===== config.mk =====
export PLATFORM = sky130hd
export DESIGN_NAME = ifm_bank_loader_flat
export DESIGN_NICKNAME = d
export VERILOG_FILES = /design/src/rtl/ifm_bank_loader_if.sv /design/src/rtl/ifm_bank_loader.sv /design/src/flat_wrapper.sv
export SDC_FILE = /design/constraint.sdc
export NUM_CORES = 1
export LEC_CHECK = 0
export ABC_CLOCK_PERIOD_IN_PS = 2050
export CORE_UTILIZATION = 43
export DETAILED_ROUTE_END_ITERATION = 8
export GPL_TIMING_DRIVEN = 0
export PLACE_DENSITY = 0.8
export REMOVE_ABC_BUFFERS = 1
export SLEW_MARGIN = 20
export SYNTH_ARGS = -nofsm -noshare
export SYNTH_HDL_FRONTEND = slang
export SYNTH_SLANG_ARGS = --single-unit

===== constraint.sdc =====
create_clock -name clk -period 2.05 [get_ports clk]
set_input_delay 0.5125 -clock clk [delete_from_list [all_inputs] [get_ports clk]]
set_output_delay 0.5125 -clock clk [all_outputs]
set_load 0.01 [all_outputs]

===== src/rtl/ifm_bank_loader_if.sv =====
// IFM word stream and bias word stream between a DMA/host source and the bank loader.
// The source drives valid/data/last; the loader returns the ready signals.
interface ifm_bank_loader_if #(
  parameter int DATA_W = 128,
  parameter int BIAS_W = 16
);
  logic              s_valid;
  logic              s_ready;
  logic [DATA_W-1:0] s_data;
  logic              s_last;
  logic              b_valid;
  logic              b_ready;
  logic [BIAS_W-1:0] b_data;

  modport master (
    output s_valid, s_data, s_last, b_valid, b_data,
    input  s_ready, b_ready
  );

  modport slave (
    input  s_valid, s_data, s_last, b_valid, b_data,
    output s_ready, b_ready
  );
endinterface


===== src/rtl/ifm_bank_loader.sv =====
// Fills a banked IFM BRAM from a word stream, latches per-channel biases, then pulses layer start.
// Optional cycle counter output o_cycles is built only when IFM_LOADER_PERF_CNT_EN is defined.
module ifm_bank_loader #(
  parameter int DATA_W     = 128,
  parameter int NUM_BANKS  = 16,
  parameter int DEPTH      = 128,
  parameter int ADDR_W     = 9,
  parameter int NUM_CH     = 4,
  parameter int BIAS_W     = 16,
  parameter int INTERLEAVE = 0
) (
  input  logic                     clk,
  input  logic                     rst,
  input  logic                     i_start,
  ifm_bank_loader_if.slave         s_if,
  output logic [NUM_BANKS-1:0]     o_ena,
  output logic [NUM_BANKS-1:0]     o_wea,
  output logic [ADDR_W-1:0]        o_addra,
  output logic [DATA_W-1:0]        o_dia,
  output logic [NUM_CH*BIAS_W-1:0] o_bias,
  output logic                     o_layer_start,
  output logic                     o_busy,
  output logic                     o_done,
  output logic                     o_err
`ifdef IFM_LOADER_PERF_CNT_EN
  ,
  output logic [31:0]              o_cycles
`endif
);

  localparam int TOTAL = NUM_BANKS * DEPTH;
  localparam int CNT_W = $clog2(TOTAL + 1);
  localparam int BI_W  = (NUM_CH > 1) ? $clog2(NUM_CH) : 1;

  typedef enum logic [2:0] {
    ST_IDLE,
    ST_LOAD_IFM,
    ST_LOAD_BIAS,
    ST_START,
    ST_DONE
  } state_t;

  state_t               r_state;
  state_t               w_state_next;
  logic [NUM_BANKS-1:0] r_bank;
  logic [ADDR_W-1:0]    r_addr;
  logic [CNT_W-1:0]     r_word_cnt;
  logic [BI_W-1:0]      r_bias_idx;
  logic [NUM_BANKS-1:0] r_ena;
  logic [ADDR_W-1:0]    r_addra;
  logic [DATA_W-1:0]    r_dia;
  logic                 r_err;

  logic                 w_in_ifm;
  logic                 w_in_bias;
  logic                 w_s_hs;
  logic                 w_b_hs;
  logic                 w_start_acc;
  logic                 w_last_word;
  logic                 w_ifm_end;
  logic                 w_bias_end;
  logic [NUM_BANKS-1:0] w_bank_rot;
  logic [NUM_BANKS-1:0] w_bank_next;
  logic [ADDR_W-1:0]    w_addr_next;

  assign w_in_ifm    = (r_state == ST_LOAD_IFM);
  assign w_in_bias   = (r_state == ST_LOAD_BIAS);
  assign w_s_hs      = s_if.s_valid & w_in_ifm;
  assign w_b_hs      = s_if.b_valid & w_in_bias;
  assign w_start_acc = i_start & ((r_state == ST_IDLE) | (r_state == ST_DONE));
  assign w_last_word = (r_word_cnt == CNT_W'(TOTAL - 1));
  // An early s_last ends the fill just like the final word does.
  assign w_ifm_end   = w_s_hs & (w_last_word | s_if.s_last);
  assign w_bias_end  = w_b_hs & (r_bias_idx == BI_W'(NUM_CH - 1));

  generate
    if (NUM_BANKS == 1) begin : g_rot_single
      assign w_bank_rot = r_bank;
    end else begin : g_rot_multi
      assign w_bank_rot = {r_bank[NUM_BANKS-2:0], r_bank[NUM_BANKS-1]};
    end

    if (INTERLEAVE != 0) begin : g_interleave
      assign w_bank_next = w_bank_rot;
      assign w_addr_next = r_bank[NUM_BANKS-1] ? r_addr + ADDR_W'(1) : r_addr;
    end else begin : g_bank_major
      logic w_addr_wrap;
      assign w_addr_wrap = (r_addr == ADDR_W'(DEPTH - 1));
      assign w_bank_next = w_addr_wrap ? w_bank_rot : r_bank;
      assign w_addr_next = w_addr_wrap ? '0 : r_addr + ADDR_W'(1);
    end
  endgenerate

  always_ff @(posedge clk) begin
    if (rst) begin
      r_state <= ST_IDLE;
    end else begin
      r_state <= w_state_next;
    end
  end

  always_comb begin
    w_state_next = r_state;
    case (r_state)
      ST_IDLE:      if (i_start) w_state_next = ST_LOAD_IFM;
      ST_LOAD_IFM:  if (w_ifm_end) w_state_next = ST_LOAD_BIAS;
      ST_LOAD_BIAS: if (w_bias_end) w_state_next = ST_START;
      ST_START:     w_state_next = ST_DONE;
      ST_DONE:      if (i_start) w_state_next = ST_LOAD_IFM;
      default:      w_state_next = ST_IDLE;
    endcase
  end

  // Write port is registered: an accepted word lands on the BRAM port one cycle later.
  always_ff @(posedge clk) begin
    if (rst) begin
      r_bank     <= '0;
      r_addr     <= '0;
      r_word_cnt <= '0;
      r_bias_idx <= '0;
      r_ena      <= '0;
      r_addra    <= '0;
      r_dia      <= '0;
      r_err      <= 1'b0;
    end else begin
      r_ena <= '0;
      if (w_start_acc) begin
        r_bank     <= NUM_BANKS'(1);
        r_addr     <= '0;
        r_word_cnt <= '0;
        r_bias_idx <= '0;
        r_err      <= 1'b0;
      end
      if (w_s_hs) begin
        r_ena      <= r_bank;
        r_addra    <= r_addr;
        r_dia      <= s_if.s_data;
        r_bank     <= w_bank_next;
        r_addr     <= w_addr_next;
        r_word_cnt <= r_word_cnt + CNT_W'(1);
        if (s_if.s_last != w_last_word) begin
          r_err <= 1'b1;
        end
      end
      if (w_b_hs) begin
        r_bias_idx <= r_bias_idx + BI_W'(1);
      end
    end
  end

  generate
    for (genvar gi = 0; gi < NUM_CH; gi++) begin : g_bias
      logic [BIAS_W-1:0] r_bias_ch;
      always_ff @(posedge clk) begin
        if (rst) begin
          r_bias_ch <= '0;
        end else if (w_b_hs && (r_bias_idx == BI_W'(gi))) begin
          r_bias_ch <= s_if.b_data;
        end
      end
      assign o_bias[gi*BIAS_W +: BIAS_W] = r_bias_ch;
    end
  endgenerate

`ifdef IFM_LOADER_PERF_CNT_EN
  logic [31:0] r_cycles;

  always_ff @(posedge clk) begin
    if (rst) begin
      r_cycles <= '0;
    end else if (w_start_acc) begin
      r_cycles <= '0;
    end else if (o_busy && (r_cycles != 32'hFFFF_FFFF)) begin
      r_cycles <= r_cycles + 32'd1;
    end
  end

  assign o_cycles = r_cycles;
`endif

  assign s_if.s_ready  = w_in_ifm;
  assign s_if.b_ready  = w_in_bias;
  assign o_ena         = r_ena;
  assign o_wea         = r_ena;
  assign o_addra       = r_addra;
  assign o_dia         = r_dia;
  assign o_layer_start = (r_state == ST_START);
  assign o_busy        = w_in_ifm | w_in_bias | (r_state == ST_START);
  assign o_done        = (r_state == ST_DONE);
  assign o_err         = r_err;

endmodule


===== src/flat_wrapper.sv =====
// flat-port wrapper written by rule: the top's interface ports become plain ports
module ifm_bank_loader_flat 
#(
  parameter int DATA_W     = 128,
  parameter int NUM_BANKS  = 16,
  parameter int DEPTH      = 128,
  parameter int ADDR_W     = 9,
  parameter int NUM_CH     = 4,
  parameter int BIAS_W     = 16,
  parameter int INTERLEAVE = 0
)
  (clk, rst, i_start, o_ena, o_wea, o_addra, o_dia, o_bias, o_layer_start, o_busy, o_done, o_err, s_if_s_valid, s_if_s_data, s_if_s_last, s_if_b_valid, s_if_b_data, s_if_s_ready, s_if_b_ready);
  ifm_bank_loader_if #(.DATA_W(DATA_W), .BIAS_W(BIAS_W)) s_if_i ();
  input  logic clk;
  input  logic rst;
  input  logic i_start;
  output logic [NUM_BANKS-1:0] o_ena;
  output logic [NUM_BANKS-1:0] o_wea;
  output logic [ADDR_W-1:0] o_addra;
  output logic [DATA_W-1:0] o_dia;
  output logic [NUM_CH*BIAS_W-1:0] o_bias;
  output logic o_layer_start;
  output logic o_busy;
  output logic o_done;
  output logic o_err;
  input wire logic [$bits(s_if_i.s_valid)-1:0] s_if_s_valid;
  input wire logic [$bits(s_if_i.s_data)-1:0] s_if_s_data;
  input wire logic [$bits(s_if_i.s_last)-1:0] s_if_s_last;
  input wire logic [$bits(s_if_i.b_valid)-1:0] s_if_b_valid;
  input wire logic [$bits(s_if_i.b_data)-1:0] s_if_b_data;
  output wire logic [$bits(s_if_i.s_ready)-1:0] s_if_s_ready;
  output wire logic [$bits(s_if_i.b_ready)-1:0] s_if_b_ready;
  assign s_if_i.s_valid = s_if_s_valid;
  assign s_if_i.s_data = s_if_s_data;
  assign s_if_i.s_last = s_if_s_last;
  assign s_if_i.b_valid = s_if_b_valid;
  assign s_if_i.b_data = s_if_b_data;
  assign s_if_s_ready = s_if_i.s_ready;
  assign s_if_b_ready = s_if_i.b_ready;
  ifm_bank_loader #(.DATA_W(DATA_W), .NUM_BANKS(NUM_BANKS), .DEPTH(DEPTH), .ADDR_W(ADDR_W), .NUM_CH(NUM_CH), .BIAS_W(BIAS_W), .INTERLEAVE(INTERLEAVE)) u_core (.clk(clk), .rst(rst), .i_start(i_start), .s_if(s_if_i), .o_ena(o_ena), .o_wea(o_wea), .o_addra(o_addra), .o_dia(o_dia), .o_bias(o_bias), .o_layer_start(o_layer_start), .o_busy(o_busy), .o_done(o_done), .o_err(o_err));
endmodule

==> impl_metrics.env <==
export IMPL_timing_hold_violations_final=0
export IMPL_floorplan_die_width_um=150
export IMPL_clk_insertion_delay_late_ns=0.53
export IMPL_crit_path_max_fanout=15
export IMPL_layout_setup_ws_ns=0.00600
export IMPL_antenna_violation_net_count_after_detailed_routing=0
export IMPL_post_route_cells_drive_above_1_share_pct=6.17
export IMPL_critical_path_sink_type="output port"
export IMPL_htree_num_levels=1
export IMPL_run_status="finished clean"
export IMPL_post_route_drc_count=0
export IMPL_path_clk_slew_ns=0.06
export IMPL_fin_skew_ns=0.0111
export IMPL_core_area_um2=21200
export IMPL_most_common_cell_after_layout_fill_and_taps_aside="nand2_1"
export IMPL_cts_hold_bufs=0
export IMPL_period_minus_slack_ns=2.04
export IMPL_critPathLaunchType="flop"
export IMPL_count_of_yosys_warnings_during_synthesis=0
export IMPL_design_portCount=389
export IMPL_grt_antenna_before_repair=3
export IMPL_clock_tree_from_tritoncts="yes"
export IMPL_worst_r2r_cell_count=5
export IMPL_synth_seq_area_share_pct=55.6
export IMPL_max_vdd_ir_drop_v=0.000676
export IMPL_synth_edf_count=0
export IMPL_dpl_worst_slack_ns=-1.00
export IMPL_worst_setup_path_startpoint="u_core.r_state[1]"
export IMPL_grt_overflow_total=0
export IMPL_reported_leakage_power_uw=0.00505
export IMPL_most_common_layout_cells="419 x nand2_1, 381 x clkdlybuf4s50_1, 256 x dfxtp_1, 214 x a21oi_1, 29 x clkbuf_16"
export IMPL_worst_hold_path_type="in -> reg"
export IMPL_clock_root_buffer="clkbuf_16"
export IMPL_setup_repair_after_global_routing_missed_its_margin="yes"
export IMPL_initial_cell_density_of_the_core_pct=44.3
export IMPL_cts_made_buffers=28
export IMPL_flow_area_growth_from_synthesis_pct=54.2
export IMPL_grt_max_degree=120
export IMPL_io_buffer_count=388
export IMPL_async_set_reset_flop_share_out_of_synthesis_pct=0
export IMPL_first_pass_grt_wire_length_um=43200
export IMPL_routed_via_count=8918
export IMPL_routed_via_count_divided_by_cell_count=4.99
export IMPL_firstDrtPassIters=5
export IMPL_r2r_path_end="u_core.g_bias[3].r_bias_ch[2]"
export IMPL_dp_hpwl_um=19700
export IMPL_setup_viol=0
export IMPL_ys_types=39
export IMPL_die_height_um=150
export IMPL_drt_wl_total_um=29500
export IMPL_drt_first_iter_violations=454
export IMPL_layout_worst_path_cycle_share_pct=99.7
export IMPL_die_footprint_um2=22400
export IMPL_worstSetupPathType="reg -> out"
export IMPL_postSynthRegisterBits=260
export IMPL_max_cap_violations=0
export IMPL_final_net_count=1644
export IMPL_power_density_over_cell_area_nw_per_um2=779
export IMPL_timing_worst_slew_pin_value_ns=0.689
export IMPL_grt_total_usage_pct=24.3
export IMPL_crit_reg2reg_launch="u_core.r_state[0]"
export IMPL_postSynthCellCount=1141
export IMPL_first_global_vias=8156
export IMPL_clock_tree_buffer_depth=3
export IMPL_row_count=53
export IMPL_gp_congestion=0.790
export IMPL_crit_arrival_ns=1.53
export IMPL_synth_main_ff_cell="dfxtp_1"
export IMPL_slew_headroom_pct=53.9
export IMPL_mapped_cell_area_um2=9360
export IMPL_critical_path_endpoint="s_if_b_ready"
export IMPL_hold_slack_ns=0.387
export IMPL_hold_path_startpoint="rst"
export IMPL_syn_area_per_cell_um2=8.21
export IMPL_slew_viol_final=0
export IMPL_achievable_freq_mhz=489
export IMPL_routed_wire_length_per_instance_um=16.5
export IMPL_worst_r2r_setup_slack_ns=0.06
export IMPL_clock_sinks=260
export IMPL_cp_data_required_time_ns=1.54
[cell type report]
type | count | area, um^2
diodes | 3 | 7.51
clock buffers | 37 | 796
clock inverters | 14 | 124
fillers | 1690 | 6710
inverters | 5 | 22.5
multi-input cells | 784 | 3790
flip-flops and latches | 260 | 5220
well taps | 275 | 344
repair buffers | 408 | 4140
[synthesized netlist by cell type, types with 4 or more instances]
library cell	n	area, um^2
clkbuf_1	45	169
o31ai_1	5	37.5
a22o_1	13	114
nand3_1	12	60.1
dfxtp_1	260	5200
nand2_1	419	1570
and2_1	27	169
or3_1	4	25.0
buf_2	32	160
and3_1	4	25.0
ha_1	7	87.6
a31oi_1	4	25.0
nor2_1	21	78.8
nand4_1	6	37.5
nor3_1	4	20.0
buf_4	16	120
a21oi_1	214	1070
nand4b_1	4	35.0
nor3b_1	5	37.5
inv_1	5	18.8
[flip-flops by register name, indices dropped and copies added (netlist names)]
name	count
u_core.g_bias.r_bias_ch	64
u_core.o_err	1
u_core.r_state	3
u_core.o_dia	128
u_core.r_addr	9
u_core.r_bias_idx	2
u_core.o_ena	16
u_core.r_word_cnt	12
u_core.o_addra	9
u_core.r_bank	16
[metrics by stage]
stage / setup TNS (ns) / util [%] / std cells / area [um^2] / total power [uW]
final: 0 / 68.3 / 1786 / 14400 / 11200
after global routing: -4.07 / 68.3 / 1786 / 14400 / 11600
after CTS: -0.113 / 67.5 / 1769 / 14300 / 11300
after detailed placement: -120.95 / 62.8 / 1715 / 13300 / 6380
after global placement: -1506.56 / 62.1 / 1709 / 13100 / 6370
after floorplan: -473.88 / - / 1046 / 8910 / 5660
[where the power goes]
part	internal [uW]	leakage (uW)	switching, uW
clock	2870	0.000436	2060
sequential	5170	0.00211	66.0
combinational	582	0.00251	499
[kinds of logic (layout without fill, tap and decap cells)]
group           after synthesis  count (layout)  share of synthesized area (%)
mux                           3               3                          0.321
compound gates              243             243                           13.9
fa+ha+maj                     7               7                          0.935
buf+inv                     100             464                           5.08
other cells                   0               3                              0
flops                       260             260                           55.6
simple gates                523             526                           23.7
xor+xnor                      5               5                          0.468
[routing by layer]
layer	track usage, %	routed length (um)	up-vias
met5	0	0	-
met4	11.0	1190	0
met3	5.27	1950	72
met2	42.5	14800	302
met1	28.2	11500	4118
li1	-	-	4426
[critical path, cell delays in order (launching register included)]
cell           delay, ns
dfxtp_4             0.45
nor3b_1             0.23
dlygate4sd2_1       0.32
[how the worst min path moves through the flow]
stage,to,slack (ns),cells after the start
2_1_floorplan,u_core.o_addra[6],0.44,2
3_3_place_gp,u_core.o_dia[95],0.44,2
3_5_place_dp,u_core.o_dia[55],0.45,2
4_1_cts,u_core.o_dia[55],0.45,2
5_1_grt,u_core.o_dia[89],0.42,2
6_report,u_core.o_dia[89],0.39,2
[repair_timing]
item / CTS / global route
gates cloned: 3 / 0
setup buffers: 0 / 14
pin swaps: 2 / 4
gates resized for setup: 21 / 16
endpoints found under the setup margin: 97 / 91
Power figures use the tool's default switching activity.
